===== src/rtl/fetch_pkg.sv =====
// ----------------------------------------------------------------------------
// fetch_pkg
// Shared definitions for the instruction fetch stage. Program memory and
// decode use the same default widths.
//   DATA_SIZE     : default instruction / program-memory data width
//   ADDR_SIZE     : default PC / program-memory address width
//   fetch_state_t : fetch controller states
// ----------------------------------------------------------------------------
package fetch_pkg;

  localparam int DATA_SIZE = 6;
  localparam int ADDR_SIZE = 5;

  typedef enum logic [1:0] {
    IDLE,
    RUN,
    DRAIN,
    HALT
  } fetch_state_t;

endpackage


===== src/rtl/ifetch_pc.sv =====
// ----------------------------------------------------------------------------
// ifetch_pc
// Program counter for the fetch stage. It contains the PC register, the
// incrementer, the jump mux and the last-address detect.
// Ports:
//   clk        in  clock
//   rst        in  synchronous active-high reset (PC -> 0)
//   inc_i      in  advance PC by one (modulo 2**ADDR_SIZE)
//   jmp_i      in  load jmp_addr_i into PC (takes priority over inc_i)
//   jmp_addr_i in  jump target
//   pc_o       out current PC
//   last_o     out PC is at the highest address
// ----------------------------------------------------------------------------
module ifetch_pc
  import fetch_pkg::*;
#(
  parameter int ADDR_SIZE = fetch_pkg::ADDR_SIZE
) (
  input  logic                 clk,
  input  logic                 rst,
  input  logic                 inc_i,
  input  logic                 jmp_i,
  input  logic [ADDR_SIZE-1:0] jmp_addr_i,
  output logic [ADDR_SIZE-1:0] pc_o,
  output logic                 last_o
);

  logic [ADDR_SIZE-1:0] pc_q;

  // The increment overflows naturally, which gives the modulo wrap.
  always_ff @(posedge clk) begin
    if (rst) begin
      pc_q <= '0;
    end else if (jmp_i) begin
      pc_q <= jmp_addr_i;
    end else if (inc_i) begin
      pc_q <= pc_q + ADDR_SIZE'(1);
    end
  end

  assign pc_o   = pc_q;
  assign last_o = &pc_q;

endmodule


===== src/rtl/instr_fetch.sv =====
// ----------------------------------------------------------------------------
// instr_fetch
// This is the instruction fetch stage, placed directly upstream of program
// memory. It drives the read address from the PC and registers the read data
// into an instruction register. Decode receives each instruction over a
// valid/ready handshake.
// Ports:
//   clk, rst       clock; synchronous active-high reset
//   en_i           start fetching (only looked at in IDLE)
//   halt_i         stop fetching and park in HALT until reset
//   pc_o           program-memory read address
//   mem_data_i     program-memory read data (combinational on pc_o)
//   instr_o        instruction register
//   instr_pc_o     address instr_o was fetched from
//   instr_valid_o  instr_o holds an unconsumed instruction
//   instr_ready_i  decode accepts instr_o this cycle
//   jmp_valid_i    redirect the PC to jmp_addr_i
//   jmp_addr_i     jump target
//   halted_o       high while in HALT
// Build option:
//   IFETCH_HALT_WRAP_EN  when this macro is defined, fetching stops at the top
//                        address. The last instruction is drained and the
//                        stage then halts. Without the macro, the PC wraps
//                        to 0 and fetching continues.
// ----------------------------------------------------------------------------
module instr_fetch
  import fetch_pkg::*;
#(
  parameter int DATA_SIZE = fetch_pkg::DATA_SIZE,
  parameter int ADDR_SIZE = fetch_pkg::ADDR_SIZE
) (
  input  logic                 clk,
  input  logic                 rst,
  input  logic                 en_i,
  input  logic                 halt_i,
  output logic [ADDR_SIZE-1:0] pc_o,
  input  logic [DATA_SIZE-1:0] mem_data_i,
  output logic [DATA_SIZE-1:0] instr_o,
  output logic [ADDR_SIZE-1:0] instr_pc_o,
  output logic                 instr_valid_o,
  input  logic                 instr_ready_i,
  input  logic                 jmp_valid_i,
  input  logic [ADDR_SIZE-1:0] jmp_addr_i,
  output logic                 halted_o
);

`ifdef IFETCH_HALT_WRAP_EN
  localparam bit HALT_ON_WRAP = 1'b1;
`else
  localparam bit HALT_ON_WRAP = 1'b0;
`endif

  fetch_state_t state_q, state_d;

  logic                 load;
  logic                 load_en;
  logic                 pc_inc;
  logic                 pc_jmp;
  logic                 valid_clr;
  logic                 pc_last;
  logic [ADDR_SIZE-1:0] pc;

  ifetch_pc #(
    .ADDR_SIZE (ADDR_SIZE)
  ) u_pc (
    .clk        (clk),
    .rst        (rst),
    .inc_i      (pc_inc),
    .jmp_i      (pc_jmp),
    .jmp_addr_i (jmp_addr_i),
    .pc_o       (pc),
    .last_o     (pc_last)
  );

  // The instruction register can take new data when it is empty or when its
  // current contents are being consumed this cycle.
  assign load = !instr_valid_o || instr_ready_i;

  always_ff @(posedge clk) begin
    if (rst) begin
      state_q <= IDLE;
    end else begin
      state_q <= state_d;
    end
  end

  // Next-state logic and datapath controls. In RUN and DRAIN, halt has
  // priority over jump, and jump has priority over load. A jump only clears
  // valid, so an instruction accepted in the same cycle is not lost.
  always_comb begin
    state_d   = state_q;
    load_en   = 1'b0;
    pc_inc    = 1'b0;
    pc_jmp    = 1'b0;
    valid_clr = 1'b0;
    case (state_q)
      IDLE: begin
        if (en_i) begin
          load_en = 1'b1;
          pc_inc  = 1'b1;
          state_d = RUN;
        end
      end
      RUN: begin
        if (halt_i) begin
          valid_clr = 1'b1;
          state_d   = HALT;
        end else if (jmp_valid_i) begin
          pc_jmp    = 1'b1;
          valid_clr = 1'b1;
        end else if (load) begin
          load_en = 1'b1;
          // With halt-on-wrap, the PC parks on the top address. The last
          // word is handed off from DRAIN.
          if (HALT_ON_WRAP && pc_last) begin
            state_d = DRAIN;
          end else begin
            pc_inc = 1'b1;
          end
        end
      end
      DRAIN: begin
        if (halt_i) begin
          valid_clr = 1'b1;
          state_d   = HALT;
        end else if (jmp_valid_i) begin
          pc_jmp    = 1'b1;
          valid_clr = 1'b1;
          state_d   = RUN;
        end else if (instr_valid_o && instr_ready_i) begin
          valid_clr = 1'b1;
          state_d   = HALT;
        end
      end
      HALT: begin
        state_d = HALT;
      end
      default: begin
        state_d = IDLE;
      end
    endcase
  end

  // This is the instruction register. On a load, it records the word and the
  // address it came from, which gives one cycle of latency from pc_o.
  always_ff @(posedge clk) begin
    if (rst) begin
      instr_o       <= '0;
      instr_pc_o    <= '0;
      instr_valid_o <= 1'b0;
    end else if (load_en) begin
      instr_o       <= mem_data_i;
      instr_pc_o    <= pc;
      instr_valid_o <= 1'b1;
    end else if (valid_clr) begin
      instr_valid_o <= 1'b0;
    end
  end

  assign pc_o     = pc;
  assign halted_o = (state_q == HALT);

endmodule


===== config.mk =====
export PLATFORM = sky130hd
export DESIGN_NAME = instr_fetch
export DESIGN_NICKNAME = d
export VERILOG_FILES = /design/src/rtl/fetch_pkg.sv /design/src/rtl/ifetch_pc.sv /design/src/rtl/instr_fetch.sv
export SDC_FILE = /design/constraint.sdc
export NUM_CORES = 1
export LEC_CHECK = 0
export BUFFER_PORTS_ARGS = -buffer_cell sky130_fd_sc_hd__buf_2
export CAP_MARGIN = 15
export CORE_MARGIN = 1.5
export CORE_UTILIZATION = 40
export CTS_BUF_LIST = sky130_fd_sc_hd__clkbuf_8
export CTS_CLUSTER_SIZE = 12
export DETAILED_ROUTE_END_ITERATION = 10
export PLACE_DENSITY = 0.67
export SYNTH_ARGS = -nofsm -noshare
export SYNTH_HDL_FRONTEND = slang
export SYNTH_SLANG_ARGS = --single-unit

===== constraint.sdc =====
create_clock -name clk -period 2 [get_ports clk]
set_clock_uncertainty 0.05 [all_clocks]
set_input_delay 0.2 -clock clk [delete_from_list [all_inputs] [get_ports clk]]
set_output_delay 0.2 -clock clk [all_outputs]
set_load 0.03 [all_outputs]

==> flow_metrics.env, run 1 <==
export IMPL_ys_ff_latch=19
export IMPL_synthMostInstantiatedCell="nand2_1"
export IMPL_status="finished, final reports clean"
export IMPL_finalSetupTns_ns=0
export IMPL_synth_edf_count=0
export IMPL_cp_arrival_ns=1.91
export IMPL_synth_distinct_cells=31
export IMPL_reg2reg_to="u_pc.pc_o[3]$_SDFFE_PP0P_"
export IMPL_cts_root_buf="clkbuf_8"
export IMPL_synth_avg_cell_area_um2=8.45
export IMPL_max_cap_violations=0
export IMPL_yosysTopAreaCell="dfxtp_1"
export IMPL_grt_pass1_wl_um=3060
export IMPL_hp_class="primary input to register"
export IMPL_p_per_area_nw_per_um2=796
export IMPL_slew_violations=0
export IMPL_area_growth_pct=27.3
export IMPL_rows=17
export IMPL_p_seq_frac=0.471
export IMPL_total_power_w=0.000924
export IMPL_crit_chain="inv_1 -> ha_1 -> nor3b_4 -> a31oi_2 -> or3_1 -> a311oi_2"
export IMPL_drt_pre_antenna_iters=4
export IMPL_maxSlewHeadroom=0.738
export IMPL_clkSlewWorstSetupHoldPaths_ns=0.07
export IMPL_reg2reg_depth=6
export IMPL_finalSetupViolCount=0
export IMPL_max_vdd_ir_drop_v=0.000706
export IMPL_cts_num_sinks=19
export IMPL_min_period_ns=1.80
export IMPL_start_util=0.416
export IMPL_p_int_w=0.000632
export IMPL_synth_seq_area_share=0.417
export IMPL_hold_end="instr_o[5]$_SDFFE_PP0P_"
export IMPL_combPwrFrac=0.252
export IMPL_nets=167
export IMPL_core_area_um2=2190
export IMPL_viasPerCell=4.92
export IMPL_die_x_um=50.8
export IMPL_yosysWarnings=0
export IMPL_via_count=841
export IMPL_wl_per_cell_um=11.2
export IMPL_ant_nets=0
export IMPL_worstHoldStart="mem_data_i[5]"
export IMPL_endpoint_kind="register"
export IMPL_synth_area_leaders="dfxtp_1 (42%), nand2_1 (9.9%), ha_1 (8.2%)"
export IMPL_antenna_found_initial=0
export IMPL_cts_tree="built"
export IMPL_antennaDiodeCount=0
export IMPL_clock_path_buffers=2
export IMPL_drt_wl_total_um=1910
export IMPL_yosys_top_cells_count="nand2_1 (24), dfxtp_1 (19), a21oi_1 (12)"
export IMPL_synth_top_area_share=0.417
export IMPL_pwr_share_clk=0.277
export IMPL_async_reset_ff_frac=0
export IMPL_synthFlopType="dfxtp_1"
export IMPL_timing_final_crit_share=0.898
export IMPL_worst_setup_path_start_kind="register"
export IMPL_hold_violations=0
export IMPL_drive_gt1_frac=0.308
export IMPL_grt_usage=0.158
export IMPL_drcViolationCount=0
export IMPL_rr_startpoint="state_q[1]$_SDFFE_PP0P_"
export IMPL_tightest_slew_ns=0.393
export IMPL_ios=35
export IMPL_grt_pass1_vias=715
export IMPL_netlist_area_um2=912
export IMPL_grt_max_degree=23
export IMPL_grt_overflow=0
export IMPL_critPathMaxFanout=5
export IMPL_slowest_stage="or3_1"
export IMPL_insertion_delay_ns=0.25
export IMPL_dieHeight_um=50.8
export IMPL_instances_no_fill=171
export IMPL_port_buffers=34
export IMPL_rsz0062_at_grt="false"
export IMPL_p_leak_nw=0.533
export IMPL_max_stage_delay_ns=0.38
export IMPL_hold_depth=3
export IMPL_netlist_instances=108
export IMPL_p_sw_w=0.000292
export IMPL_postCtsSetupBuffers=0
export IMPL_clock_fmax_ghz=0.557
export IMPL_cts_buffers_inserted=3
export IMPL_required_ns=2.12
export IMPL_dp_cells=167
export IMPL_syn_nets=131
export IMPL_rrSetupSlack_ns=0.20
export IMPL_dp_hpwl_um=1410
export IMPL_place_gp_congestion=0.673
export IMPL_htree_levels=1
export IMPL_path_class="register to register"
export IMPL_fp_dieArea_um2=2580
export IMPL_drtIter0Drc=13
export IMPL_switching_share=0.316
==> state kept, by name, indices dropped and copies added (netlist names) <==
signal,flops
instr_o,6
instr_pc_o,5
instr_valid_o,1
state_q,2
u_pc.pc_o,5
==> cell usage in the layout (no fill, tap or decap), drive strengths merged, types with 2 or more instances in the layout <==
master	netlist	routed
clkbuf	2	3
nand2	24	24
dfxtp	19	19
ha	6	6
or3	2	2
nor2	6	6
a311oi	2	2
a211oi	4	4
o21ai	3	3
nand2b	2	2
inv	5	6
buf	3	36
a21oi	12	12
a31oi	2	2
==> power by group through the flow <==
stage	Combinational (W)	Clock [W]	Sequential, W
floorplan	0.000107	0	0.000495
global placement	0.000228	0	0.000443
detailed placement	0.000233	0	0.000444
CTS	0.000234	0.000266	0.000435
global route	0.000258	0.000273	0.000440
finish	0.000233	0.000256	0.000435
==> routing by layer <==
| layer | wire length [um] | GRT usage | share of wire | up-vias |
|---|---|---|---|---|
| met3 | 113 | 0.0595 | 0.059 | 2 |
| met2 | 904 | 0.241 | 0.47 | 25 |
| met1 | 879 | 0.208 | 0.46 | 369 |
| met5 | 0 | 0 | 0 | - |
| li1 | - | - | - | 445 |
| met4 | 12 | 0.0405 | 0.0063 | 0 |
==> worst max-delay path, delay by kind of cell, from the launching register on <==
kind | cells | cell delay [ns]
compound gates | 2 | 0.38
fa+ha+maj | 1 | 0.22
buf+inv | 1 | 0.12
flops | 1 | 0.33
simple gates | 2 | 0.62
==> worst max-delay path by stage <==
| stage | from | to | cells after the start |
|---|---|---|---|
| final | state_q[1]$_SDFFE_PP0P_ | u_pc.pc_o[3]$_SDFFE_PP0P_ | 6 |
| after global routing | state_q[1]$_SDFFE_PP0P_ | u_pc.pc_o[4]$_SDFFE_PP0P_ | 6 |
| after CTS | state_q[1]$_SDFFE_PP0P_ | u_pc.pc_o[3]$_SDFFE_PP0P_ | 6 |
| after detailed placement | state_q[1]$_SDFFE_PP0P_ | u_pc.pc_o[3]$_SDFFE_PP0P_ | 6 |
| after global placement | state_q[1]$_SDFFE_PP0P_ | u_pc.pc_o[3]$_SDFFE_PP0P_ | 6 |
| after floorplan | state_q[1]$_SDFFE_PP0P_ | u_pc.pc_o[4]$_SDFFE_PP0P_ | 6 |
==> per-stage QoR <==
step	instance area, um^2	setup WS (ns)	utilization	hold slack, ns
after global placement	1110	0.289	0.507	0.386
after floorplan	912	0.342	-	0.290
final	1160	0.205	0.530	0.135
after global routing	1160	0.0680	0.530	0.141
after CTS	1150	0.162	0.527	0.129
after detailed placement	1110	0.175	0.507	0.390
==> final cells by class <==
class | count | area, um^2
clock buffer | 3 | 41.3
clock inverter | 1 | 3.75
tap | 28 | 35.0
fill | 218 | 1030
multi-input combinational | 79 | 497
timing repair buffer | 36 | 185
sequential | 19 | 380
inverter | 5 | 18.8
==> cell families (layout without fill, tap and decap cells) <==
group	count (synthesis)	in the layout	share of synthesized area
AOI/OAI and AO/OA	27	27	0.193
buffers and inverters	10	45	0.0453
muxes	2	2	0.0233
DFF	19	19	0.417
and+or+nand+nor	44	44	0.239
adders and majority gates	6	6	0.0823
==> what timing repair did <==
item / CTS / global route
endpoints found under the setup margin: 0 / 1
resized for setup: 0 / 1
hold endpoints to repair: 0 / 0
hold buffers: 0 / 0
(Power assumes the default switching activity.)
==> run 2: changes to the inputs <==
PLACE_DENSITY = 0.68   (was 0.67)
SYNTH_HIERARCHICAL = 1   (was default)
==> flow_metrics.env, run 2 <==
export IMPL_status="finished, final reports clean"
export IMPL_hold_violations=0
export IMPL_regMostFlops="instr_o"
export IMPL_p_sw_w=0.000286
export IMPL_port_buffers=34
export IMPL_drtIter0Drc=12
export IMPL_worst_setup_path_start_kind="register"
export IMPL_die_x_um=50.6
export IMPL_max_stage_delay_ns=0.38
export IMPL_tightest_slew_ns=0.454
export IMPL_pwr_share_clk=0.273
export IMPL_postCtsSetupBuffers=0
export IMPL_cp_num_buf_inv=2
export IMPL_max_vdd_ir_drop_v=0.000551
export IMPL_max_cap_violations=0
export IMPL_cts_repair_resized=0
export IMPL_crit_chain="inv_1 -> ha_1 -> a32oi_2 -> inv_2 -> mux2_1 -> mux2i_1 -> nor2_1"
export IMPL_drcViolationCount=0
export IMPL_synth_avg_cell_area_um2=8.63
export IMPL_dieHeight_um=50.6
export IMPL_cts_num_sinks=19
export IMPL_worstHoldStart="jmp_addr_i[4]"
export IMPL_clock_path_buffers=2
export IMPL_rrSetupSlack_ns=0.21
export IMPL_place_gp_congestion=0.814
export IMPL_rr_startpoint="state_q[0]$_SDFFE_PP0P_"
export IMPL_viasPerCell=4.86
export IMPL_instances_no_fill=169
export IMPL_grt_overflow=0
export IMPL_p_int_w=0.000629
export IMPL_yosysTopAreaCell="dfxtp_1"
export IMPL_reg2reg_depth=7
export IMPL_reg2reg_to="u_pc/pc_o[1]$_SDFFE_PP0P_"
export IMPL_timing_final_crit_share=0.895
export IMPL_area_growth_pct=25.8
export IMPL_path_class="register to register"
export IMPL_syn_nets=129
export IMPL_start_util=0.418
export IMPL_cts_buffers_inserted=3
export IMPL_netlist_area_um2=906
export IMPL_antenna_found_initial=0
export IMPL_endpoint_kind="register"
export IMPL_largest_reg_flops=6
export IMPL_finalSetupTns_ns=0
export IMPL_yosysWarnings=6
export IMPL_synthMostInstantiatedCell="nand2_1"
export IMPL_cp_top_family="multiplexers"
export IMPL_htree_levels=1
export IMPL_cts_hold_buf=0
export IMPL_grt_pass1_vias=766
export IMPL_ys_ff_latch=19
export IMPL_ios=35
export IMPL_via_count=822
export IMPL_slowest_stage="dfxtp_1"
export IMPL_min_period_ns=1.79
export IMPL_required_ns=2.08
export IMPL_final_cell_mix="buf_2 (34), nand2_1 (23), dfxtp_1 (19), a21oi_1 (13)"
export IMPL_yosys_top_cells_count="nand2_1 (23), dfxtp_1 (19), a21oi_1 (13)"
export IMPL_synthFlopType="dfxtp_1"
export IMPL_clkSlewWorstSetupHoldPaths_ns=0.07
export IMPL_netlist_instances=105
export IMPL_clock_fmax_ghz=0.559
export IMPL_insertion_delay_ns=0.25
export IMPL_critPathMaxFanout=16
export IMPL_drive_gt1_frac=0.298
export IMPL_ant_nets=0
export IMPL_nets=166
export IMPL_synth_distinct_cells=26
export IMPL_rows=17
export IMPL_rsz0062_at_grt="false"
export IMPL_layout_commonest_cell="buf_2"
export IMPL_hold_end="u_pc/pc_o[4]$_SDFFE_PP0P_"
export IMPL_hold_depth=3
export IMPL_hp_class="primary input to register"
export IMPL_slew_violations=0
export IMPL_cts_tree="built"
export IMPL_finalSetupViolCount=0
export IMPL_switching_share=0.313
export IMPL_dp_hpwl_um=1370
export IMPL_fillers=229
export IMPL_grt_max_degree=21
export IMPL_p_per_area_nw_per_um2=803
export IMPL_cts_root_buf="clkbuf_8"
export IMPL_synth_edf_count=0
export IMPL_async_reset_ff_frac=0
export IMPL_p_seq_frac=0.475
export IMPL_antennaDiodeCount=0
export IMPL_grt_usage=0.157
export IMPL_core_area_um2=2170
export IMPL_wl_per_cell_um=10.7
export IMPL_synth_area_leaders="dfxtp_1 (42%), ha_1 (9.7%), nand2_1 (9.5%)"
export IMPL_fp_dieArea_um2=2560
export IMPL_grt_pass1_wl_um=3130
export IMPL_dp_cells=165
export IMPL_drt_pre_antenna_iters=4
export IMPL_combPwrFrac=0.252
export IMPL_maxSlewHeadroom=0.698
export IMPL_cp_arrival_ns=1.86
export IMPL_p_leak_nw=0.563
export IMPL_drt_wl_total_um=1810
export IMPL_synth_top_area_share=0.420
export IMPL_synth_seq_area_share=0.420
==> run 2: worst reg2reg max path: cells and delay by family, from the launching register on <==
family	cells	cell delay (ns)
AND/OR/NAND/NOR	1	0.05
flip-flops	1	0.38
AO/OA/AOI/OAI	1	0.21
buffers and inverters	2	0.27
adder cells (fa/ha/maj)	1	0.23
multiplexers	2	0.48
==> run 2: logic make-up (layout without fill, tap and decap cells) <==
logic type	count (synthesis)	count (layout)	synth area share
AND/OR/NAND/NOR	36	36	0.162
AO/OA/AOI/OAI	23	23	0.167
flip-flops	19	19	0.420
buffers and inverters	12	48	0.0677
adder cells (fa/ha/maj)	7	7	0.0967
multiplexers	5	5	0.0580
XOR/XNOR	3	3	0.0290
==> run 2: stage by stage <==
step           power [W]  hold slack [ns]  worst slack, ns  area, um^2   util
6_report        0.000916            0.141            0.211        1140  0.525
5_1_grt         0.000969            0.151           0.0512        1140  0.525
4_1_cts         0.000923            0.137            0.209        1140  0.525
3_5_place_dp    0.000673            0.395            0.227        1090  0.505
3_3_place_gp    0.000667            0.387            0.308        1090  0.505
2_1_floorplan   0.000609            0.212            0.255         906      -
==> run 2: per-layer routing <==
layer	GRT usage	up-vias	part of all wire
li1	-	422	-
met1	0.181	380	0.45
met2	0.281	18	0.50
met3	0.0298	2	0.044
met4	0.0676	0	0.0033
met5	0	-	0
==> run 2: cell type report <==
type	instances	area, um^2	area share
sequential	19	380	0.334
multi-input combinational	74	464	0.407
timing repair buffer	36	185	0.162
clock inverter	1	3.75	0.00329
inverter	8	30.0	0.0263
tap	28	35.0	0.0307
clock buffer	3	41.3	0.0362
==> run 2: power by group through the flow <==
stage | Sequential (W) | Combinational (W) | Clock, W
2_1_floorplan | 0.000493 | 0.000115 | 0
3_3_place_gp | 0.000442 | 0.000226 | 0
3_5_place_dp | 0.000443 | 0.000230 | 0
4_1_cts | 0.000435 | 0.000233 | 0.000255
5_1_grt | 0.000440 | 0.000254 | 0.000275
6_report | 0.000435 | 0.000231 | 0.000250
==> run 2: how the worst max path moves through the flow <==
stage,to,start,slack [ns],cells past startpoint
2_1_floorplan,u_pc/pc_o[1]$_SDFFE_PP0P_,instr_valid_o$_SDFFE_PP0P_,0.25,7
3_3_place_gp,u_pc/pc_o[4]$_SDFFE_PP0P_,state_q[0]$_SDFFE_PP0P_,0.31,7
3_5_place_dp,u_pc/pc_o[4]$_SDFFE_PP0P_,state_q[0]$_SDFFE_PP0P_,0.23,7
4_1_cts,u_pc/pc_o[1]$_SDFFE_PP0P_,state_q[0]$_SDFFE_PP0P_,0.21,7
5_1_grt,u_pc/pc_o[4]$_SDFFE_PP0P_,state_q[0]$_SDFFE_PP0P_,0.05,7
6_report,u_pc/pc_o[1]$_SDFFE_PP0P_,state_q[0]$_SDFFE_PP0P_,0.21,7
==> run 3: changes to the inputs <==
--- a/config.mk
+++ b/config.mk
@@ -10,3 +10,3 @@
 export CORE_MARGIN = 1.5
-export CORE_UTILIZATION = 40
+export CORE_UTILIZATION = 49
 export CTS_BUF_LIST = sky130_fd_sc_hd__clkbuf_8
@@ -14,3 +14,4 @@
 export DETAILED_ROUTE_END_ITERATION = 10
-export PLACE_DENSITY = 0.68
+export PLACE_DENSITY = 0.8
+export REMOVE_ABC_BUFFERS = 1
 export SYNTH_ARGS = -nofsm -noshare
--- a/constraint.sdc
+++ b/constraint.sdc
@@ -4,2 +4,2 @@
 set_output_delay 0.2 -clock clk [all_outputs]
-set_load 0.03 [all_outputs]
+set_load 0.05 [all_outputs]
==> flow_metrics.env, run 3 (synthesis gave the netlist of run 2 again) <==
export IMPL_status="finished, final reports clean"
export IMPL_cp_arrival_ns=1.88
export IMPL_max_stage_delay_ns=0.39
export IMPL_p_leak_nw=0.562
export IMPL_cts_hold_buf=0
export IMPL_rsz0062_at_grt="false"
export IMPL_grt_pass1_wl_um=2870
export IMPL_ant_nets=0
export IMPL_p_per_area_nw_per_um2=854
export IMPL_cts_tree="built"
export IMPL_largest_reg_flops=6
export IMPL_fin_util=0.659
export IMPL_cts_repair_resized=0
export IMPL_dieHeight_um=46.0
export IMPL_cts_root_buf="clkbuf_8"
export IMPL_finalSetupViolCount=0
export IMPL_viasPerCell=4.95
export IMPL_drive_gt1_frac=0.305
export IMPL_core_area_um2=1730
export IMPL_endpoint_kind="register"
export IMPL_htree_levels=1
export IMPL_drt_pre_antenna_iters=4
export IMPL_pre_cts_ws_ns=0.214
export IMPL_antenna_found_initial=0
export IMPL_path_class="register to register"
export IMPL_grt_overflow=0
export IMPL_worst_slack_ns=0.201
export IMPL_grt_usage=0.196
export IMPL_clkSlewWorstSetupHoldPaths_ns=0.07
export IMPL_drt_wl_total_um=1930
export IMPL_cts_buffers_inserted=3
export IMPL_crit_chain="inv_1 -> ha_1 -> a32oi_2 -> inv_2 -> mux2_1 -> mux2i_1 -> nor2_1"
export IMPL_hold_violations=0
export IMPL_drcViolationCount=0
export IMPL_critPathMaxFanout=16
export IMPL_grt_max_degree=21
export IMPL_hp_class="primary input to register"
export IMPL_rows=15
export IMPL_max_vdd_ir_drop_v=0.000601
export IMPL_cp_num_buf_inv=2
export IMPL_fillers=159
export IMPL_drtIter0Drc=8
export IMPL_fp_dieArea_um2=2120
export IMPL_ios=35
export IMPL_wl_per_cell_um=11.6
export IMPL_regMostFlops="instr_o"
export IMPL_nets=166
export IMPL_slowest_stage="dfxtp_1"
export IMPL_worst_setup_path_start_kind="register"
export IMPL_port_buffers=34
export IMPL_die_x_um=46.0
export IMPL_place_gp_congestion=0.740
export IMPL_min_period_ns=1.80
export IMPL_dp_cells=162
export IMPL_insertion_delay_ns=0.25
export IMPL_area_growth_pct=25.6
export IMPL_grt_pass1_vias=724
export IMPL_start_util=0.525
export IMPL_layout_commonest_cell="buf_2"
export IMPL_instances_no_fill=166
export IMPL_maxSlewHeadroom=0.693
export IMPL_ff_latch_area_um2=380
export IMPL_postCtsSetupBuffers=0
export IMPL_antennaDiodeCount=0
export IMPL_tightest_slew_ns=0.461
export IMPL_required_ns=2.09
export IMPL_max_cap_violations=0
export IMPL_clock_fmax_ghz=0.556
export IMPL_multi_input_area_um2=464
export IMPL_cts_num_sinks=19
export IMPL_final_cell_mix="buf_2 (34), nand2_1 (23), dfxtp_1 (19), a21oi_1 (13), nor2_1 (8)"
export IMPL_clock_path_buffers=2
export IMPL_timing_final_crit_share=0.900
export IMPL_cp_top_family="multiplexers"
export IMPL_slew_violations=0
export IMPL_via_count=821
export IMPL_dp_hpwl_um=1410
==> run 3: changes by cell type in the layout (fill, tap and decap cells not counted), sizes merged <==
cell / delta
inv: -1
clkinv: +1
==> run 3: through the flow <==
stage	setup TNS (ns)	hold slack [ns]	power [W]	area [um^2]
2_1_floorplan	-0.188	0.212	0.000635	875
3_3_place_gp	0	0.382	0.000707	1090
3_5_place_dp	0	0.390	0.000715	1090
4_1_cts	0	0.128	0.000979	1140
5_1_grt	0	0.142	0.00102	1140
6_report	0	0.132	0.000971	1140
==> run 3: cell type report <==
cell class	instances	area share
Multi-Input combinational cell	74	0.408
Clock buffer	3	0.0363
Timing Repair Buffer	36	0.163
Sequential cell	19	0.334
Clock inverter	1	0.00440
Tap cell	25	0.0275
Inverter	8	0.0264
==> run 3: tightest hold or removal path, stage by stage <==
cell	delay [ns]
buf_2	0.08
mux2i_1	0.06
nor2_1	0.07
==> run 3: path summary, 6_finish.rpt <==
check                          startpoint                   endpoint  slack [ns]  cells after the start
hold / removal              jmp_addr_i[0]  u_pc/pc_o[0]$_SDFFE_PP0P_        0.13                      3
setup reg to reg  state_q[0]$_SDFFE_PP0P_  u_pc/pc_o[1]$_SDFFE_PP0P_        0.20                      7
setup / recovery  state_q[0]$_SDFFE_PP0P_  u_pc/pc_o[1]$_SDFFE_PP0P_        0.20                      7
hold reg to reg   instr_o[2]$_SDFFE_PP0P_    instr_o[2]$_SDFFE_PP0P_        0.40                      2
==> run 3: routing by layer <==
layer	vias to the layer above	share of wire	track usage
met5	-	0	0
met4	0	0.019	0.131
met3	4	0.042	0.0516
met2	22	0.50	0.342
met1	373	0.44	0.201
li1	422	-	-
==> run 3: report_power, final <==
| group | leakage (nW) | total, W | internal [W] | switching, W |
|---|---|---|---|---|
| combinational | 0.381 | 0.000271 | 0.0000829 | 0.000188 |
| clock | 0.0255 | 0.000265 | 0.000138 | 0.000127 |
| sequential | 0.155 | 0.000435 | 0.000409 | 0.0000256 |
